**src/rtl/finisher_ng_pkg.sv**
```systemverilog
`default_nettype none
// +----------------------------------------------------------------------+
// | finisher_ng_pkg                                                      |
// | Shared FSM state encoding, finish codes and width helper.            |
// | Revision: 1.0                                                        |
// +----------------------------------------------------------------------+
package finisher_ng_pkg;

    typedef enum logic [2:0] {
        ST_IDLE      = 3'd0,
        ST_INJECT    = 3'd1,
        ST_WAIT_TERM = 3'd2,
        ST_DRAIN     = 3'd3,
        ST_FINISHED  = 3'd4
    } fsm_state_e;

    typedef enum logic [1:0] {
        CODE_NONE    = 2'd0,
        CODE_DONE    = 2'd1,
        CODE_KPRINT  = 2'd2,
        CODE_TIMEOUT = 2'd3
    } finish_code_e;

    // Bits needed to hold values 0..max_val, never less than one.
    function automatic int cnt_width(input int max_val);
        return (max_val < 2) ? 1 : $clog2(max_val + 1);
    endfunction

endpackage
`default_nettype wire

```
**src/rtl/finisher_ng_report_change_arb.sv**
```systemverilog
`default_nettype none
// +----------------------------------------------------------------------+
// | report_change_arb                                                    |
// | Per-channel change detection with round-robin event emission.        |
// | Revision: 1.0                                                        |
// +----------------------------------------------------------------------+
module report_change_arb
    import finisher_ng_pkg::*;
#(
    parameter int NCH = 4,
    parameter int RW  = 32
) (
    input  logic                                    clk,
    input  logic                                    resetn,
    input  logic                                    en,
    input  logic [NCH*RW-1:0]                       report,
    output logic                                    rpt_valid,
    output logic [((NCH > 1) ? $clog2(NCH) : 1)-1:0] rpt_chan,
    output logic [RW-1:0]                           rpt_data
);

    localparam int CW = (NCH > 1) ? $clog2(NCH) : 1;

    logic [NCH-1:0][RW-1:0] rep_w;
    logic [NCH-1:0][RW-1:0] shadow_q, shadow_d;
    logic [NCH-1:0]         pending_q, pending_d;
    logic [NCH-1:0]         changed;
    logic [CW-1:0]          last_q, last_d;
    logic [CW-1:0]          sel;
    logic [CW-1:0]          idx;
    logic                   sel_found;
    logic                   rpt_valid_q, rpt_valid_d;
    logic [CW-1:0]          rpt_chan_q, rpt_chan_d;
    logic [RW-1:0]          rpt_data_q, rpt_data_d;

    for (genvar k = 0; k < NCH; k++) begin : g_ch
        assign rep_w[k]   = report[k*RW +: RW];
        assign changed[k] = (rep_w[k] != shadow_q[k]);
    end

    // Scan starts one past the last served channel and wraps.
    always_comb begin
        sel       = last_q;
        sel_found = 1'b0;
        idx       = last_q;
        for (int i = 0; i < NCH; i++) begin
            idx = (idx == CW'(NCH - 1)) ? '0 : idx + 1'b1;
            if (!sel_found && pending_q[idx]) begin
                sel_found = 1'b1;
                sel       = idx;
            end
        end
    end

    // The live report value is emitted so a change landing on an already
    // pending channel is folded into the same single event.
    always_comb begin
        shadow_d    = shadow_q;
        pending_d   = pending_q;
        last_d      = last_q;
        rpt_valid_d = 1'b0;
        rpt_chan_d  = rpt_chan_q;
        rpt_data_d  = rpt_data_q;
        for (int k = 0; k < NCH; k++) begin
            if (changed[k]) begin
                shadow_d[k]  = rep_w[k];
                pending_d[k] = 1'b1;
            end
        end
        if (en && sel_found) begin
            rpt_valid_d    = 1'b1;
            rpt_chan_d     = sel;
            rpt_data_d     = rep_w[sel];
            pending_d[sel] = 1'b0;
            last_d         = sel;
        end
    end

    always_ff @(posedge clk) begin
        if (!resetn) begin
            shadow_q    <= rep_w;
            pending_q   <= '0;
            last_q      <= CW'(NCH - 1);
            rpt_valid_q <= 1'b0;
            rpt_chan_q  <= '0;
            rpt_data_q  <= '0;
        end else begin
            shadow_q    <= shadow_d;
            pending_q   <= pending_d;
            last_q      <= last_d;
            rpt_valid_q <= rpt_valid_d;
            rpt_chan_q  <= rpt_chan_d;
            rpt_data_q  <= rpt_data_d;
        end
    end

    assign rpt_valid = rpt_valid_q;
    assign rpt_chan  = rpt_chan_q;
    assign rpt_data  = rpt_data_q;

endmodule
`default_nettype wire

```
**src/rtl/finisher_ng.sv**
```systemverilog
`default_nettype none
// +----------------------------------------------------------------------+
// | finisher_ng                                                          |
// | End-of-test sequencer: done / kprint / timeout, drain, finish.       |
// | Revision: 1.0                                                        |
// +----------------------------------------------------------------------+
module finisher_ng
    import finisher_ng_pkg::*;
#(
    parameter int         NCH            = 4,
    parameter int         RW             = 32,
    parameter int         KPRINT_MODE    = 0,
    parameter logic [7:0] TRIG_CHAR      = 8'h72,
    parameter logic [7:0] TERM_CHAR      = 8'h2E,
    parameter int         DRAIN_CYCLES   = 16,
    parameter int         TIMEOUT_CYCLES = 0
) (
    input  logic                                    clk,
    input  logic                                    resetn,
    input  logic [NCH*RW-1:0]                       report,
    input  logic                                    done,
    input  logic                                    con_valid,
    input  logic [7:0]                              con_data,
    output logic                                    inj_valid,
    output logic [7:0]                              inj_data,
    input  logic                                    inj_ready,
    output logic                                    rpt_valid,
    output logic [((NCH > 1) ? $clog2(NCH) : 1)-1:0] rpt_chan,
    output logic [RW-1:0]                           rpt_data,
    output logic                                    finish,
    output logic [1:0]                              finish_code
);

    localparam int TW = cnt_width(TIMEOUT_CYCLES);
    localparam int DW = cnt_width(DRAIN_CYCLES);

    fsm_state_e   state_q, state_d;
    finish_code_e code_q, code_d;
    logic [TW-1:0] tmo_cnt_q, tmo_cnt_d;
    logic [DW-1:0] drain_cnt_q, drain_cnt_d;
    logic          timeout_hit;
    logic          drain_last;
    logic          term_seen;
    logic          arb_en;

    // Saturating counter; the hit stays asserted once reached.
    always_comb begin
        tmo_cnt_d = tmo_cnt_q;
        if ((TIMEOUT_CYCLES != 0) && (tmo_cnt_q != TW'(TIMEOUT_CYCLES))) begin
            tmo_cnt_d = tmo_cnt_q + 1'b1;
        end
        timeout_hit = (TIMEOUT_CYCLES != 0) && (tmo_cnt_d == TW'(TIMEOUT_CYCLES));
    end

    always_comb begin
        drain_cnt_d = (state_q == ST_DRAIN) ? drain_cnt_q + 1'b1 : '0;
        drain_last  = (DRAIN_CYCLES <= 1) || (drain_cnt_q == DW'(DRAIN_CYCLES - 1));
        term_seen   = con_valid && (con_data == TERM_CHAR);
    end

    always_comb begin
        state_d = state_q;
        code_d  = code_q;
        unique case (state_q)
            ST_IDLE: begin
                if (done) begin
                    if (KPRINT_MODE != 0) begin
                        state_d = ST_INJECT;
                    end else begin
                        state_d = ST_DRAIN;
                        code_d  = CODE_DONE;
                    end
                end else if (timeout_hit) begin
                    state_d = ST_DRAIN;
                    code_d  = CODE_TIMEOUT;
                end
            end
            ST_INJECT: begin
                if (inj_ready) begin
                    state_d = ST_WAIT_TERM;
                end else if (timeout_hit) begin
                    state_d = ST_DRAIN;
                    code_d  = CODE_TIMEOUT;
                end
            end
            ST_WAIT_TERM: begin
                if (term_seen) begin
                    state_d = ST_DRAIN;
                    code_d  = CODE_KPRINT;
                end else if (timeout_hit) begin
                    state_d = ST_DRAIN;
                    code_d  = CODE_TIMEOUT;
                end
            end
            ST_DRAIN: begin
                if (drain_last) begin
                    state_d = ST_FINISHED;
                end
            end
            ST_FINISHED: begin
                state_d = ST_FINISHED;
            end
            default: begin
                state_d = ST_IDLE;
                code_d  = CODE_NONE;
            end
        endcase
    end

    always_ff @(posedge clk) begin
        if (!resetn) begin
            state_q     <= ST_IDLE;
            code_q      <= CODE_NONE;
            tmo_cnt_q   <= '0;
            drain_cnt_q <= '0;
        end else begin
            state_q     <= state_d;
            code_q      <= code_d;
            tmo_cnt_q   <= tmo_cnt_d;
            drain_cnt_q <= drain_cnt_d;
        end
    end

    assign finish      = (state_q == ST_FINISHED);
    assign finish_code = code_q;
    assign inj_valid   = (state_q == ST_INJECT);
    assign inj_data    = inj_valid ? TRIG_CHAR : 8'h00;

    // Looking at the next state keeps the event registered on the entry
    // edge into FINISHED from ever becoming visible.
    assign arb_en = (state_d != ST_FINISHED);

    report_change_arb #(
        .NCH (NCH),
        .RW  (RW)
    ) u_arb (
        .clk       (clk),
        .resetn    (resetn),
        .en        (arb_en),
        .report    (report),
        .rpt_valid (rpt_valid),
        .rpt_chan  (rpt_chan),
        .rpt_data  (rpt_data)
    );

endmodule
`default_nettype wire

```
**config.mk**
```make
export PLATFORM = sky130hd
export DESIGN_NAME = finisher_ng
export DESIGN_NICKNAME = d
export VERILOG_FILES = /design/src/rtl/finisher_ng_pkg.sv /design/src/rtl/finisher_ng_report_change_arb.sv /design/src/rtl/finisher_ng.sv
export SDC_FILE = /design/constraint.sdc
export NUM_CORES = 1
export LEC_CHECK = 0
export BUFFER_PORTS_ARGS = -buffer_cell sky130_fd_sc_hd__buf_2
export CAP_MARGIN = 10
export CORE_MARGIN = 4
export CORE_UTILIZATION = 56
export CTS_BUF_LIST = sky130_fd_sc_hd__clkbuf_4 sky130_fd_sc_hd__clkbuf_8
export CTS_CLUSTER_DIAMETER = 200
export DETAILED_ROUTE_END_ITERATION = 8
export PLACE_DENSITY_LB_ADDON = 0.08
export SYNTH_ARGS = -nofsm -noshare
export SYNTH_HDL_FRONTEND = slang
export SYNTH_SLANG_ARGS = --single-unit
```
**constraint.sdc**
```tcl
create_clock -name clk -period 3 [get_ports clk]
set_clock_uncertainty 0.15 [all_clocks]
set_input_delay 0.45 -clock clk [delete_from_list [all_inputs] [get_ports clk]]
set_output_delay 0.45 -clock clk [all_outputs]
set_load 0.03 [all_outputs]
```
==> Flow_metrics.wiki, run 1 <==
{| class="wikitable"
! Metric !! Value
|-
| Die Wd || 130 um
|-
| Cts hold-fix bufs || 0
|-
| Die Y-Extent || 130 um
|-
| Fin nets || 1077
|-
| Proportion of synthesized chip area in sequential cells || 58.4%
|-
| Number of global-route vias before repair || 6184
|-
| WL met2 || 11000 um
|-
| Total of warnings raised by yosys || 0
|-
| Row count || 44
|-
| Placer's final routability congestion estimate || 0.888
|-
| Boundary Pins || 188
|-
| Tightest Pin Transition || 0.732 ns
|-
| Unrepaired setup endpoints after global routing || false
|-
| Max_cap viols || 0
|-
| Total DRC errors in the routed layout || 0
|-
| CTS max path bufs || 2
|-
| Simple-gate area share of the yosys netlist || 14.2%
|-
| Diode count || 0
|-
| Final critical delay including setup and external delays || 2.90 ns
|-
| Length of the first detailed-routing pass in iterations || 5
|-
| Ratio of cells with drive above 1 in the final layout || 27.2%
|-
| Standard cell area after detailed placement || 9560 um2
|-
| Critical path arrival || 3.15 ns
|-
| Adder-cell share of the synthesized area || 0.450%
|-
| Via count || 6423
|-
| Share of synthesized registers carrying an async set or reset || 0%
|-
| Count of filler cells inserted in the layout || 1138
|-
| Hold Path Class || in -> reg
|-
| Yosys cell types || 54
|-
| Dominant cells by area after synthesis || edfxtp_1 (46%), xor2_1 (14%), dfxtp_1 (12%)
|-
| Vias per Instance || 5.68
|-
| Top layer in use || met4
|-
| Register bit total from synthesis || 179
|-
| Root Buffer || clkbuf_8
|-
| Max-slew violation count || 0
|-
| Element type at the critical path start || flop
|-
| Number of buffer cells added on primary ports || 183
|-
| XOR/XNOR share of the synthesized area || 13.7%
|-
| Met3 Routed Length || 1980 um
|-
| Synth Area in Compound Gates || 9.43%
|-
| Leakage power total || 4.35 nW
|-
| Post-Syn Area || 8340 um2
|-
| Number of hold violations in the final report || 0
|-
| Sequential cell fraction of total power || 32.3%
|-
| Combinational family with the most area after synthesis || simple AND/OR/NAND/NOR gates
|-
| Capturing element type of the critical path || flop
|-
| Remaining antenna violation count after routing || 0
|-
| Syn_area_per_cell || 11.4 um2
|-
| Maximum level of the CTS H-tree || 4
|-
| Critical path fanouts, max || 25
|-
| Outcome || finished, final reports clean
|-
| Post-synthesis mux area share || 0.390%
|-
| Die outline area || 16900 um2
|-
| Pint || 0.00567 W
|-
| First-pass GRT wire length || 33800 um
|-
| Post-DP HPWL || 17500 um
|-
| Clock Latency Late Sink || 0.46 ns
|-
| Clock slew at the register clock pins of the worst setup and hold paths || 0.09 ns
|-
| Core Area || 14500 um2
|-
| Part of the power in combinational logic || 50.7%
|-
| Maximum clock frequency || 345 MHz
|-
| Cell type with the largest total area after synthesis || edfxtp_1
|-
| Crit path kind || reg -> reg
|-
| Number of setup violations in the final report || 0
|-
| Layout-stage area growth over the synthesis result || 20.2%
|-
| Tcrit/Tclk final || 96.6%
|-
| Maximum number of pins on one net before global-route repair || 36
|-
| Antenna violations before repair || 0
|-
| Finished Cell Area || 10000 um2
|-
| CTS buffer count || 17
|-
| Setup slack after placement || -0.108 ns
|-
| Wire length on met1 || 9570 um
|-
| Required arrival time at the worst endpoint || 3.25 ns
|-
| Crit path setup slack, layout || 0.102 ns
|-
| Total global routing overflow || 0
|-
| Overall routing resource usage || 27.0%
|-
| Number of flops mapped to enable cells by yosys || 128
|-
| Share of the synthesized area in the top cell type || 46.1%
|-
| Number of cells produced by synthesis || 732
|-
| Maximum VDD drop || 629 uV
|-
| Switching Fraction || 42.3%
|-
| TritonCTS clock tree || done
|-
| Relative slew margins || 51.1%
|-
| TritonCTS Sinks || 179
|-
| Flip-flop cell with the highest count after synthesis || edfxtp_1
|-
| Power per Cell Area || 980 nW/um2
|-
| Clock share of power || 17.0%
|-
| DRC violation total after the first TritonRoute iteration || 518
|-
| Per-cell routed wire length || 20.4 um
|-
| Effective utilization at floorplan || 57.4%
|-
| Final WL || 23100 um
|-
| Switch Pwr || 0.00415 W
|}
## Yosys cell counts, types with 2 or more instances
master and instances:
buf_4 13, o21bai_1 2, nor2_1 23, nand2b_1 3
a221oi_1 2, a211oi_1 2, inv_1 8, ha_1 3
nand2_1 163, o211ai_1 3, xor2_1 129, a221o_1 31
or3_1 4, a31oi_1 2, nor4_1 34, nand4_1 8
clkbuf_1 11, edfxtp_1 128, buf_2 10, nor2b_1 6
a311oi_1 3, nand3b_1 3, dfxtp_1 51, buf_6 6
o21ai_0 8, and2_1 2, nor3_1 5, nand3_1 4
a21o_1 2, a21oi_1 38, a32o_1 2
## worst max-delay path: stages (launching register included)
cell and delay [ns]:
dfxtp_1 0.33, ha_1 0.24, buf_4 0.16, or4b_1 0.49
o32ai_1 0.13, a211oi_1 0.10, o211ai_1 0.34, clkbuf_16 0.25
buf_12 0.17, nand2_1 0.06, a21oi_1 0.25, a221o_1 0.16
## worst paths after layout
path / slack [ns] / from / to / cells past startpoint
min reg2reg: 0.30 / drain_cnt_q[0] / drain_cnt_q[0] / 1
min: 0.05 / report[67] / u_arb.shadow_q[67] / 1
max: 0.10 / u_arb.last_q[0] / u_arb.rpt_data[2] / 11
max reg2reg: 0.10 / u_arb.last_q[0] / u_arb.rpt_data[2] / 11
## timing repair
item,in CTS,in global routing
hold endpoints to repair,0,0
buffers inserted,0,3
pin swaps,1,1
setup endpoints to repair,31,7
gates cloned,1,1
gates resized for setup,1,3
## area by class of cell
cell class              instances  area [um2]  share of cell area (%)
clock buffers                  21         277                    2.76
clock inverters                11         126                    1.26
flip-flops and latches        179        4860                    48.5
inverters                       8        30.0                   0.300
well taps                     184         230                    2.30
repair buffers                218        1270                    12.7
multi-input cells             509        3220                    32.1
## sequential cells by signal, indices dropped and copies added (netlist names)
name,cells
drain_cnt_q,5
finish_code,2
state_q,3
u_arb.last_q,2
u_arb.pending_q,4
u_arb.rpt_chan,2
u_arb.rpt_data,32
u_arb.rpt_valid,1
u_arb.shadow_q,128
## power by group through the flow
stage | logic (W) | clock network (W) | registers [W]
6_report | 0.00497 | 0.00167 | 0.00317
4_1_cts | 0.00479 | 0.00170 | 0.00317
3_5_place_dp | 0.00474 | 0 | 0.00322
2_1_floorplan | 0.00286 | 0 | 0.00348
5_1_grt | 0.00538 | 0.00182 | 0.00320
3_3_place_gp | 0.00470 | 0 | 0.00322
## cells by family after synthesis
| group | after synthesis |
|---|---|
| buffers and inverters | 48 |
| adder cells (fa/ha/maj) | 3 |
| multiplexers | 2 |
| flip-flops | 179 |
| other | 1 |
| XOR/XNOR | 130 |
| AND/OR/NAND/NOR | 262 |
| AO/OA/AOI/OAI | 107 |
## layout by cell type, fill, tap and decap left out, types with 5 or more instances in the layout
master | Yosys | layout
nor2_1 | 23 | 21
a21oi_1 | 38 | 38
buf_4 | 13 | 27
nor4_1 | 34 | 34
nor3_1 | 5 | 5
buf_12 | 0 | 6
a221o_1 | 31 | 31
nand4_1 | 8 | 8
nor2b_1 | 6 | 6
buf_2 | 10 | 183
dfxtp_1 | 51 | 51
clkbuf_8 | 0 | 19
xor2_1 | 129 | 129
inv_1 | 8 | 8
o21ai_0 | 8 | 8
edfxtp_1 | 128 | 128
nand2_1 | 163 | 163
## routing by layer
layer | track usage [%] | vias to the layer above
li1 | - | 3030
met1 | 35.9 | 3072
met2 | 43.5 | 288
met3 | 7.45 | 33
met4 | 8.50 | 0
met5 | 0 | -
## metrics by stage
| step | instances | power [W] | TNS (ns) | util, % | hold slack, ns |
|---|---|---|---|---|---|
| 6_report | 1130 | 0.00982 | 0 | 68.9 | 0.0495 |
| 4_1_cts | 1126 | 0.00966 | 0 | 68.7 | 0.0271 |
| 5_1_grt | 1130 | 0.0104 | 0 | 68.9 | 0.0137 |
| 3_3_place_gp | 1093 | 0.00791 | -0.626 | 65.8 | 0.279 |
| 2_1_floorplan | 735 | 0.00633 | 0 | - | 0.268 |
| 3_5_place_dp | 1093 | 0.00796 | -2.74 | 65.8 | 0.287 |
No activity file was read; power rests on OpenSTA's default activity.
==> inputs of run 2 (changes only) <==
==> constraint.sdc (replaced) <==
create_clock -name clk -period 2.85 [get_ports clk]
set_clock_uncertainty 0.15 [all_clocks]
set_input_delay 0.4275 -clock clk [delete_from_list [all_inputs] [get_ports clk]]
set_output_delay 0.4275 -clock clk [all_outputs]
set_load 0.03 [all_outputs]
==> Flow_metrics.wiki, run 2 (same netlist as run 1, synthesis figures left out) <==
{| class="wikitable"
! Metric !! Value
|-
| Max-slew violation count || 0
|-
| Fin nets || 1074
|-
| Standard cell area after detailed placement || 9510 um2
|-
| Power per Cell Area || 1030 nW/um2
|-
| Diode count || 0
|-
| Count of filler cells inserted in the layout || 1109
|-
| Layout-stage area growth over the synthesis result || 20.8%
|-
| Reg2Reg Depth || 11
|-
| Max_cap viols || 0
|-
| TritonCTS clock tree || done
|-
| Relative slew margins || 58.8%
|-
| Element type at the critical path start || flop
|-
| Sequential cell area || 4860 um2
|-
| TritonCTS Sinks || 179
|-
| Hold Path Class || in -> reg
|-
| Final critical delay including setup and external delays || 2.85 ns
|-
| Maximum number of pins on one net before global-route repair || 33
|-
| Antenna violations before repair || 1
|-
| Clock Latency Late Sink || 0.46 ns
|-
| Highest-count cells in the layout ignoring fill and taps || buf_2 (183), nand2_1 (163), xor2_1 (129), edfxtp_1 (128), dfxtp_1 (51)
|-
| Largest incremental delay on the critical path || 0.53 ns
|-
| Maximum level of the CTS H-tree || 4
|-
| Clock slew at the register clock pins of the worst setup and hold paths || 0.10 ns
|-
| Tcrit/Tclk final || 99.9%
|-
| Hold_ws || 0.0371 ns
|-
| Family with the most delay on the worst path || compound AO/OA/AOI/OAI gates
|-
| Area used by multi-input combinational logic || 3270 um2
|-
| Row count || 44
|-
| Number of global-route vias before repair || 6242
|-
| Capturing element type of the critical path || flop
|-
| Effective utilization at floorplan || 57.4%
|-
| Remaining antenna violation count after routing || 0
|-
| CTS buffer count || 17
|-
| Required arrival time at the worst endpoint || 3.10 ns
|-
| Maximum clock frequency || 351 MHz
|-
| Register with the most flip-flops || u_arb.shadow_q
|-
| CTS max path bufs || 2
|-
| Final WL || 22600 um
|-
| First-pass GRT wire length || 33500 um
|-
| Root Buffer || clkbuf_8
|-
| Post-DP HPWL || 17000 um
|-
| Number of buffer cells added on primary ports || 183
|-
| Via count || 6427
|-
| Critical path arrival || 3.10 ns
|-
| Vias per Instance || 5.70
|-
| Per-cell routed wire length || 20.1 um
|-
| Total DRC errors in the routed layout || 0
|-
| Most common cell after layout, fill and taps aside || buf_2
|-
| Overall routing resource usage || 26.5%
|-
| Critical path fanouts, max || 28
|-
| Die Y-Extent || 130 um
|-
| Die Wd || 130 um
|-
| Total global routing overflow || 0
|-
| Finished Cell Area || 10100 um2
|-
| DRC violation total after the first TritonRoute iteration || 622
|-
| Length of the first detailed-routing pass in iterations || 6
|-
| Ratio of cells with drive above 1 in the final layout || 27.8%
|-
| Worst path depth || 11
|-
| Outcome || finished, final reports clean
|-
| Tightest Pin Transition || 0.617 ns
|-
| Cts hold-fix bufs || 0
|-
| Leakage power total || 4.35 nW
|-
| Cell breakdown of the critical path || ha_2, buf_4, or4b_1, o32ai_2, a211oi_2, o211ai_1, buf_4, buf_12, nand2_1, a21oi_1, a221o_1
|-
| Cell at the slowest stage of the critical path || or4b_1
|-
| Die outline area || 16900 um2
|-
| Min-Delay Path Depth || 1
|-
| Boundary Pins || 188
|-
| Number of hold violations in the final report || 0
|-
| Maximum VDD drop || 682 uV
|-
| Largest register FFs || 128
|-
| Crit path kind || reg -> reg
|-
| Most frequent cell on the critical path || buf_4
|-
| CP Buf/Inv Count || 3
|-
| Placer's final routability congestion estimate || 0.951
|-
| Number of setup violations in the final report || 0
|-
| Core Area || 14500 um2
|}
run 2: cell count changes in the layout (fill, tap and decap cells not counted), sizes merged:
cell | previous run | this run
clkinvlp | 2 | 1
bufinv | 2 | 5
buf | 217 | 215
clkbuf | 22 | 21
inv | 10 | 8
run 2: area by class of cell:
class	count	share of cell area [%]
clock buffers	21	2.62
flip-flops and latches	179	48.3
repair buffers	215	12.2
inverters	8	0.298
clock inverters	11	1.85
well taps	184	2.29
multi-input cells	509	32.4
run 2: final timing paths:
path / startpoint / endpoint / slack [ns]
worst max-delay path: u_arb.last_q[0] / u_arb.rpt_data[9] / 0.004
worst min-delay path: report[100] / u_arb.shadow_q[100] / 0.04
worst min register to register: drain_cnt_q[0] / drain_cnt_q[0] / 0.31
worst max register to register: u_arb.last_q[0] / u_arb.rpt_data[9] / 0.004
run 2: what timing repair did:
item                       4_1_cts  5_1_grt
pin swaps                        1        4
cloned                           1        0
setup endpoints to repair       31       32
resized for setup                2       12
setup buffers                    0        2
run 2: power by group:
part	total (W)	internal, W	switching [W]
clock network	0.00196	0.00108	0.000885
registers	0.00337	0.00313	0.000243
logic	0.00502	0.00188	0.00314
run 2: routing by layer:
metal | GRT usage (%) | up-vias | part of all wire, %
met5 | 0 | - | 0.049
li1 | - | 3021 | -
met1 | 35.9 | 3083 | 41
met2 | 42.9 | 294 | 49
met4 | 8.13 | 2 | 1.7
met3 | 6.14 | 27 | 8.1
run 2: metrics by stage:
stage               TNS, ns  utilization, %  cells  setup slack [ns]  power [W]
floorplan                 0               -    735             0.130    0.00667
global placement      -2.28            65.4   1091           -0.0756    0.00810
detailed placement    -3.96            65.4   1091            -0.146    0.00816
CTS                       0            68.7   1124            0.0279     0.0101
global route        -0.0288            69.3   1127           -0.0257     0.0110
finish                    0            69.3   1127           0.00362     0.0104
